File: src/rtl/rst_seq_ctrl.sv
// Reset sequencer: collects reset requests, holds every domain in reset, then
// releases the domains one at a time and blocks new requests for a holdoff window.
`timescale 1ns/1ps

module rst_seq_ctrl #(
    parameter int N_DOM     = 4,
    parameter int PULSE_LEN = 16,
    parameter int STAGE_GAP = 8,
    parameter int HOLDOFF   = 32
) (
    input  logic             clk,
    input  logic             SYSTEM_RST,
    input  logic             WD_RES,
    input  logic             Flag_OF,
    input  logic             time_clear,
    input  logic             sw_req,
    output logic [N_DOM-1:0] rst_n,
    output logic             busy,
    output logic [4:0]       cause,
    output logic             seq_done,
    output logic [7:0]       rst_count
);

    typedef enum logic [1:0] {
        ST_IDLE,
        ST_ASSERT,
        ST_RELEASE,
        ST_HOLDOFF
    } state_t;

    localparam logic [7:0] PULSE_LAST = 8'(PULSE_LEN - 1);
    localparam logic [7:0] GAP_LAST   = 8'(STAGE_GAP - 1);
    localparam logic [7:0] HOLD_LAST  = 8'(HOLDOFF - 1);
    localparam logic [3:0] DOM_LAST   = 4'(N_DOM - 1);

    state_t           state;
    logic [7:0]       cnt;
    logic [3:0]       dom;
    logic [4:0]       pend;

    logic [4:0]       src;
    logic             req;
    logic [N_DOM-1:0] next_mask;
    logic [7:0]       count_next;

    // src bit 0 is the power-on slot, which no request input can set.
    always_comb begin
        src        = {sw_req, ~time_clear, Flag_OF, WD_RES, 1'b0};
        req        = |src;
        next_mask  = (rst_n << 1) | N_DOM'(1);
        count_next = (rst_count == 8'hFF) ? rst_count : rst_count + 8'd1;
    end

    always_ff @(posedge clk) begin
        if (SYSTEM_RST) begin
            state     <= ST_ASSERT;
            cnt       <= 8'd0;
            dom       <= 4'd0;
            pend      <= 5'd0;
            rst_n     <= '0;
            busy      <= 1'b1;
            cause     <= 5'b00001;
            seq_done  <= 1'b0;
            rst_count <= 8'd0;
        end else begin
            seq_done <= 1'b0;
            unique case (state)
                ST_IDLE: begin
                    if (req) begin
                        state     <= ST_ASSERT;
                        cnt       <= 8'd0;
                        cause     <= src;
                        rst_n     <= '0;
                        busy      <= 1'b1;
                        rst_count <= count_next;
                        pend      <= 5'd0;
                    end
                end

                ST_ASSERT: begin
                    if (req) begin
                        cnt   <= 8'd0;
                        cause <= cause | src;
                    end else if (cnt == PULSE_LAST) begin
                        cnt   <= 8'd0;
                        dom   <= 4'd1;
                        rst_n <= N_DOM'(1);
                        if (N_DOM == 1) begin
                            state    <= ST_HOLDOFF;
                            seq_done <= 1'b1;
                        end else begin
                            state <= ST_RELEASE;
                        end
                    end else begin
                        cnt <= cnt + 8'd1;
                    end
                end

                ST_RELEASE: begin
                    if (req) begin
                        state <= ST_ASSERT;
                        cnt   <= 8'd0;
                        rst_n <= '0;
                        cause <= cause | src;
                    end else if (cnt == GAP_LAST) begin
                        cnt   <= 8'd0;
                        dom   <= dom + 4'd1;
                        rst_n <= next_mask;
                        if (dom == DOM_LAST) begin
                            state    <= ST_HOLDOFF;
                            seq_done <= 1'b1;
                        end
                    end else begin
                        cnt <= cnt + 8'd1;
                    end
                end

                ST_HOLDOFF: begin
                    if (cnt == HOLD_LAST) begin
                        cnt <= 8'd0;
                        // Deferred requests and one arriving on the final cycle start together.
                        if ((pend != 5'd0) || req) begin
                            state     <= ST_ASSERT;
                            cause     <= pend | src;
                            rst_n     <= '0;
                            rst_count <= count_next;
                            pend      <= 5'd0;
                        end else begin
                            state <= ST_IDLE;
                            busy  <= 1'b0;
                        end
                    end else begin
                        cnt  <= cnt + 8'd1;
                        pend <= pend | src;
                    end
                end

                default: state <= ST_ASSERT;
            endcase
        end
    end

endmodule

File: config.mk
export PLATFORM = sky130hd
export DESIGN_NAME = rst_seq_ctrl
export DESIGN_NICKNAME = d
export VERILOG_FILES = /design/src/rtl/rst_seq_ctrl.sv
export SDC_FILE = /design/constraint.sdc
export NUM_CORES = 1
export LEC_CHECK = 0
export ABC_AREA = 1
export CORE_MARGIN = 2
export CORE_UTILIZATION = 44
export DETAILED_ROUTE_END_ITERATION = 10
export DONT_BUFFER_PORTS = 1
export SETUP_SLACK_MARGIN = 0.2
export SYNTH_ARGS = -nofsm -noshare
export SYNTH_HDL_FRONTEND = slang
export SYNTH_SLANG_ARGS = --single-unit
File: constraint.sdc
create_clock -name clk -period 2 [get_ports clk]
set_input_delay 0.3 -clock clk [delete_from_list [all_inputs] [get_ports clk]]
set_output_delay 0.3 -clock clk [all_outputs]
set_load 0.005 [all_outputs]
* Word level (Yosys, flattened, before mapping)
Index checks and enable logic that the tools add are counted.
Widths: inputs -> output; s select.
** Cells by class
- Equal/unequal tests :: 20
- Muxes and demuxes :: 46
- Add/sub/neg operators :: 3
- Reductions and logical operators :: 15
- Bitwise logic cells :: 5
** Operators with widths (number)
- $mux 8 :: 10
- $mux 4 :: 9
- $mux 5 :: 7
- $pmux 8 s4 :: 1
- $add 8x1->8 const B :: 2
- $ne 2x2->1 const B :: 8
- $pmux 4 s4 :: 1
- $pmux 8 s2 :: 1
- $pmux 5 s3 :: 1
- $mux 2 :: 7
- $reduce_and 4->1 :: 3
- $reduce_and 6->1 :: 2
- $or 5x5->5 :: 2
- $pmux 5 s2 :: 1
- $ne 3x3->1 const B :: 3
- $eq 8x3->1 const B :: 1
- $eq 8x4->1 const B :: 1
- $eq 8x5->1 const B :: 1
- $eq 8x8->1 const B :: 1
- $pmux 2 s4 :: 1
- $pmux 4 s2 :: 1
- $reduce_or 7->1 :: 1
- $mux 1 :: 5
- $reduce_and 5->1 :: 1
- other kinds (14) :: 18
** Word-level totals
- Output and inout bits :: 19
- Input bits :: 6
- Register bits after elaboration :: 38

* Depth between registers and ports, before layout
- Depth in word-level cells :: 6
- Mapped depth :: 11

* Least setup slack after synthesis
OpenSTA, ideal clock, no wires.
- Path kind :: flip-flop to flip-flop
- Start :: reg state[0]
- End :: reg rst_count[0]
- Data required time :: 1.884 ns
- Setup time :: 0.116 ns
- Slack :: 0.448 ns
- Arrival :: 1.436 ns
- Path buffers :: 0
- Stages on the path, launching flop included :: 7
- Path through :: dfxtp_1 -> inv_1 -> ha_1 -> a21oi_1 -> nand4_2 -> o21ai_0 -> nor2_1
** On the way
- Longest elaborated chain between the ends :: 3
- Elaborated cells on any way between the ends :: 8
- Classes of those cells :: eq/ne: 4; mux: 1; reduce/logical: 3
** RTL lines
- from (decl) :: RTL line 36 : state_t state;
- from (signal assigned) :: RTL line 56 : state <= ST_ASSERT;
- from (signal assigned) :: RTL line 70 : state <= ST_ASSERT;
- from (signal assigned) :: RTL line 89 : state <= ST_HOLDOFF;
- $eq 2x2->1 / $logic_not 2->1 (equally long branches) :: RTL line 67 : unique case (state)
- $ne 2x2->1 (no source line) / $reduce_bool 2->1 (equally long branches)
- $reduce_and 4->1 (no source line)
- to (signal assigned) :: RTL line 75 : rst_count <= count_next;
- to (signal assigned) :: RTL line 126 : rst_count <= count_next;
- to (decl) :: RTL line 21 : output logic [7:0] rst_count
Parallel ways exist; a longest one is shown, timed or not.
A chain may end at the register's enable or synchronous reset.

* Worst setup path in the final report
- Start :: reg state[0]
- End :: reg cnt[7]
** On the way
- Longest elaborated chain between the ends :: 2
- Elaborated cells on any way between the ends :: 6
- Classes of those cells :: eq/ne: 4; mux: 1; reduce/logical: 1
** RTL lines
- $eq 2x2->1, or another cell as far along :: RTL line 67
- $pmux 8 s4 / $ne 2x2->1 (equally long branches)
- to (signal assigned) :: RTL line 95 : cnt <= cnt + 8'd1;
- to (signal assigned) :: RTL line 114 : cnt <= cnt + 8'd1;
- to (signal assigned) :: RTL line 133 : cnt <= cnt + 8'd1;
- to (decl) :: RTL line 37 : logic [7:0] cnt;
Parallel ways exist; a longest one is shown, timed or not.

==> results.sh <==
export IMPL_max_freq_ghz=0.616
export IMPL_grt_max_degree=18
export IMPL_final_common_cell="nand2_1"
export IMPL_cp_required_ns=2.22
export IMPL_drc=0
export IMPL_final_period_utilization_pct=81.1
export IMPL_hold_buffers=0
export IMPL_reg2reg_from="state[0]"
export IMPL_hold_violations=0
export IMPL_rsz0062_at_grt="false"
export IMPL_path_cells="inv_1, ha_2, nand3_2, nor2_2, inv_1, nand3_2, nand3_1, a21oi_1"
export IMPL_swShare_pct=37.1
export IMPL_antenna_found_initial=0
export IMPL_routabilityCongestion=0.840
export IMPL_drt_iter0_markers=117
export IMPL_ant_nets=0
export IMPL_nNetsFinal=366
export IMPL_track_usage_pct=18.1
export IMPL_finClkSkew_ns=0.0108
export IMPL_critPathLaunchType="flop"
export IMPL_ff_latch_area_um2=743
export IMPL_power_per_cell_area_nw_per_um2=874
export IMPL_synth_enable_flop_cells=0
export IMPL_hpwl_um=3760
export IMPL_n_fill_cell=527
export IMPL_syn_nets=360
export IMPL_synth_top_cell_by_area="dfxtp_1"
export IMPL_whs_ns=0.0651
export IMPL_firstDrtPassIters=4
export IMPL_netlist_cell_type_count=29
export IMPL_hp_class="in2reg"
export IMPL_synth_seq_cells=37
export IMPL_p_seq_share_pct=44.6
export IMPL_routedWlPerCell_um=11.9
export IMPL_routed_wl_um=5040
export IMPL_syn_to_final_growth_pct=8.94
export IMPL_die_area_um2=5810
export IMPL_final_cell_mix="nand2_1, nor2_1, inv_1, dfxtp_1, nand3_1"
export IMPL_p_int_w=0.00137
export IMPL_root_buffer="clkbuf_8"
export IMPL_clock_power_share_pct=23.3
export IMPL_initial_utilization_pct=45.2
export IMPL_antenna_cells=0
export IMPL_power_switching_w=0.000811
export IMPL_worst_skew_pair_late_latency_ns=0.29
export IMPL_clkSlewWorstSetupHoldPaths_ns=0.08
export IMPL_endpoint_kind="flop"
export IMPL_ios=25
export IMPL_syn_avg_cell_area_um2=6.63
export IMPL_status="complete, no violations"
export IMPL_grt_pass1_vias=1934
export IMPL_core_um2=5070
export IMPL_port_buffers=0
export IMPL_yosys_warnings=0
export IMPL_worstMarginPinSlew_ns=0.325
export IMPL_viasPerCell=4.88
export IMPL_r2r_cells=8
export IMPL_syn_area_um2=2290
export IMPL_grt_pass1_wl_um=8550
export IMPL_ys_seq_area_share_pct=32.3
export IMPL_holdCritStartpoint="SYSTEM_RST"
export IMPL_gr_total_overflow=0
export IMPL_cts_tree="built"
export IMPL_clkSinkCount=37
export IMPL_slew_violations=0
export IMPL_period_needed_ns=1.62
export IMPL_clockBufferDepth=2
export IMPL_async_flop_share_pct=0
export IMPL_die_x_um=76.2
export IMPL_tns_ns=0
export IMPL_fin_area_um2=2500
export IMPL_setup_viol=0
export IMPL_hold_end="state[1]"
export IMPL_max_slew_margin_pct=78.3
export IMPL_synth_top_cells_by_area="dfxtp_1, nand2_1, nor2_1, nand3_1, inv_1"
export IMPL_peakVddDrop_uv=342
export IMPL_critical_path_class="reg2reg"
export IMPL_synthCells=346
export IMPL_worstHoldPathCells=1
export IMPL_cp_data_arrival_time_ns=1.85
export IMPL_critical_path_top_delay_family="simple AND/OR/NAND/NOR gates"
export IMPL_slowest_delay_ns=0.36
export IMPL_crit_slowest_cell="dfxtp_2"
export IMPL_cap_violations=0
export IMPL_combinationalPowerShare_pct=32.1
export IMPL_multi_input_area_um2=1410
export IMPL_r2r_setup_slack_ns=0.38
export IMPL_fin_util_pct=49.3
export IMPL_die_h_um=76.2
export IMPL_postCtsSetupRepairBufs=0
export IMPL_numCtsBuffers=5
export IMPL_htreeDepth=2
export IMPL_r2r_end="cnt[7]"
export IMPL_post_dp_cell_area_um2=2380
export IMPL_yosys_most_used_dff="dfxtp_1"
export IMPL_leakage_nw=1.06
export IMPL_vias=2066
export IMPL_placementRows=26
export IMPL_synth_top_area_share_pct=32.3
export IMPL_path_buf_inv=2
export IMPL_critPathMaxFanout=7
export IMPL_drive_above_1_share_pct=11.0
-- area by class of cell --
cell class              count  share of cell area [%]
clock buffers               6                    2.90
clock inverters             2                   0.400
inverters                  40                    6.11
multi-input cells         265                    56.5
flip-flops and latches     37                    29.7
well taps                  70                    3.50
repair buffers              3                   0.901
-- timing repair --
| item | in CTS | in global routing |
|---|---|---|
| resized for setup | 0 | 12 |
| hold endpoints to repair | 0 | 0 |
| endpoints found under the setup margin | 0 | 31 |
-- power groups by stage --
| stage | clock (W) | sequential (W) | combinational [W] |
|---|---|---|---|
| after floorplan | 0 | 0.000966 | 0.000566 |
| after global placement | 0 | 0.000994 | 0.000675 |
| after detailed placement | 0 | 0.000995 | 0.000682 |
| after CTS | 0.000522 | 0.000978 | 0.000686 |
| after global routing | 0.000570 | 0.000995 | 0.000822 |
| final | 0.000509 | 0.000975 | 0.000702 |
-- registers in the layout, summed over array words and instances (netlist names) --
signal	cells
cnt	8
seq_done	1
busy	1
rst_count	8
cause	5
dom	4
rst_n	4
state	2
pend	4
-- cell usage after synthesis, types with 2 or more instances --
cell      number
nand2_1       75
nor2_1        64
dfxtp_1       37
inv_1         37
nand3_1       33
a21oi_1       23
o21ai_0       21
ha_1           8
xor2_1         7
nor3_1         6
clkbuf_1       3
nand2_4        3
nand3_2        3
nor2_2         3
nor2_4         3
o211ai_1       3
buf_2          2
nand2_8        2
nand4_1        2
nor2_8         2
-- kinds of logic after synthesis --
| kind of cell | after synthesis | share of synthesized area, % |
|---|---|---|
| AO/OA/AOI/OAI | 51 | 11.9 |
| XOR/XNOR | 7 | 2.67 |
| adder cells (fa/ha/maj) | 8 | 4.36 |
| buffers and inverters | 45 | 7.58 |
| flip-flops | 37 | 32.3 |
| AND/OR/NAND/NOR | 198 | 41.2 |
-- worst max path at each step --
stage,from,endpoint,depth (start not counted)
5_1_grt,state[0],pend[2],9
4_1_cts,state[0],rst_count[1],6
3_3_place_gp,state[0],rst_n[0],9
2_1_floorplan,state[0],rst_count[0],6
6_report,state[0],cnt[7],8
3_5_place_dp,state[0],rst_count[1],6
-- metal layers --
layer / up-vias / global-route usage [%] / share of wire, %
li1: 1125 / - / -
met1: 905 / 22.9 / 48
met2: 30 / 29.9 / 46
met3: 6 / 4.50 / 4.6
met4: 0 / 6.55 / 1.4
met5: - / 0 / 0
-- stage by stage --
stage | std cells | power [W] | worst slack [ns]
final | 423 | 0.00219 | 0.378
after CTS | 422 | 0.00219 | 0.215
after detailed placement | 414 | 0.00168 | 0.226
after floorplan | 346 | 0.00153 | 0.448
after global placement | 414 | 0.00167 | 0.261
after global routing | 423 | 0.00239 | 0.208
-- worst register-to-register path: stages (launching register included) --
cell and delay, ns:
dfxtp_2 0.36, inv_1 0.11, ha_2 0.26, nand3_2 0.15, nor2_2 0.22, inv_1 0.09, nand3_2 0.14, nand3_1 0.09
a21oi_1 0.13
Power figures use the tool's default switching activity.
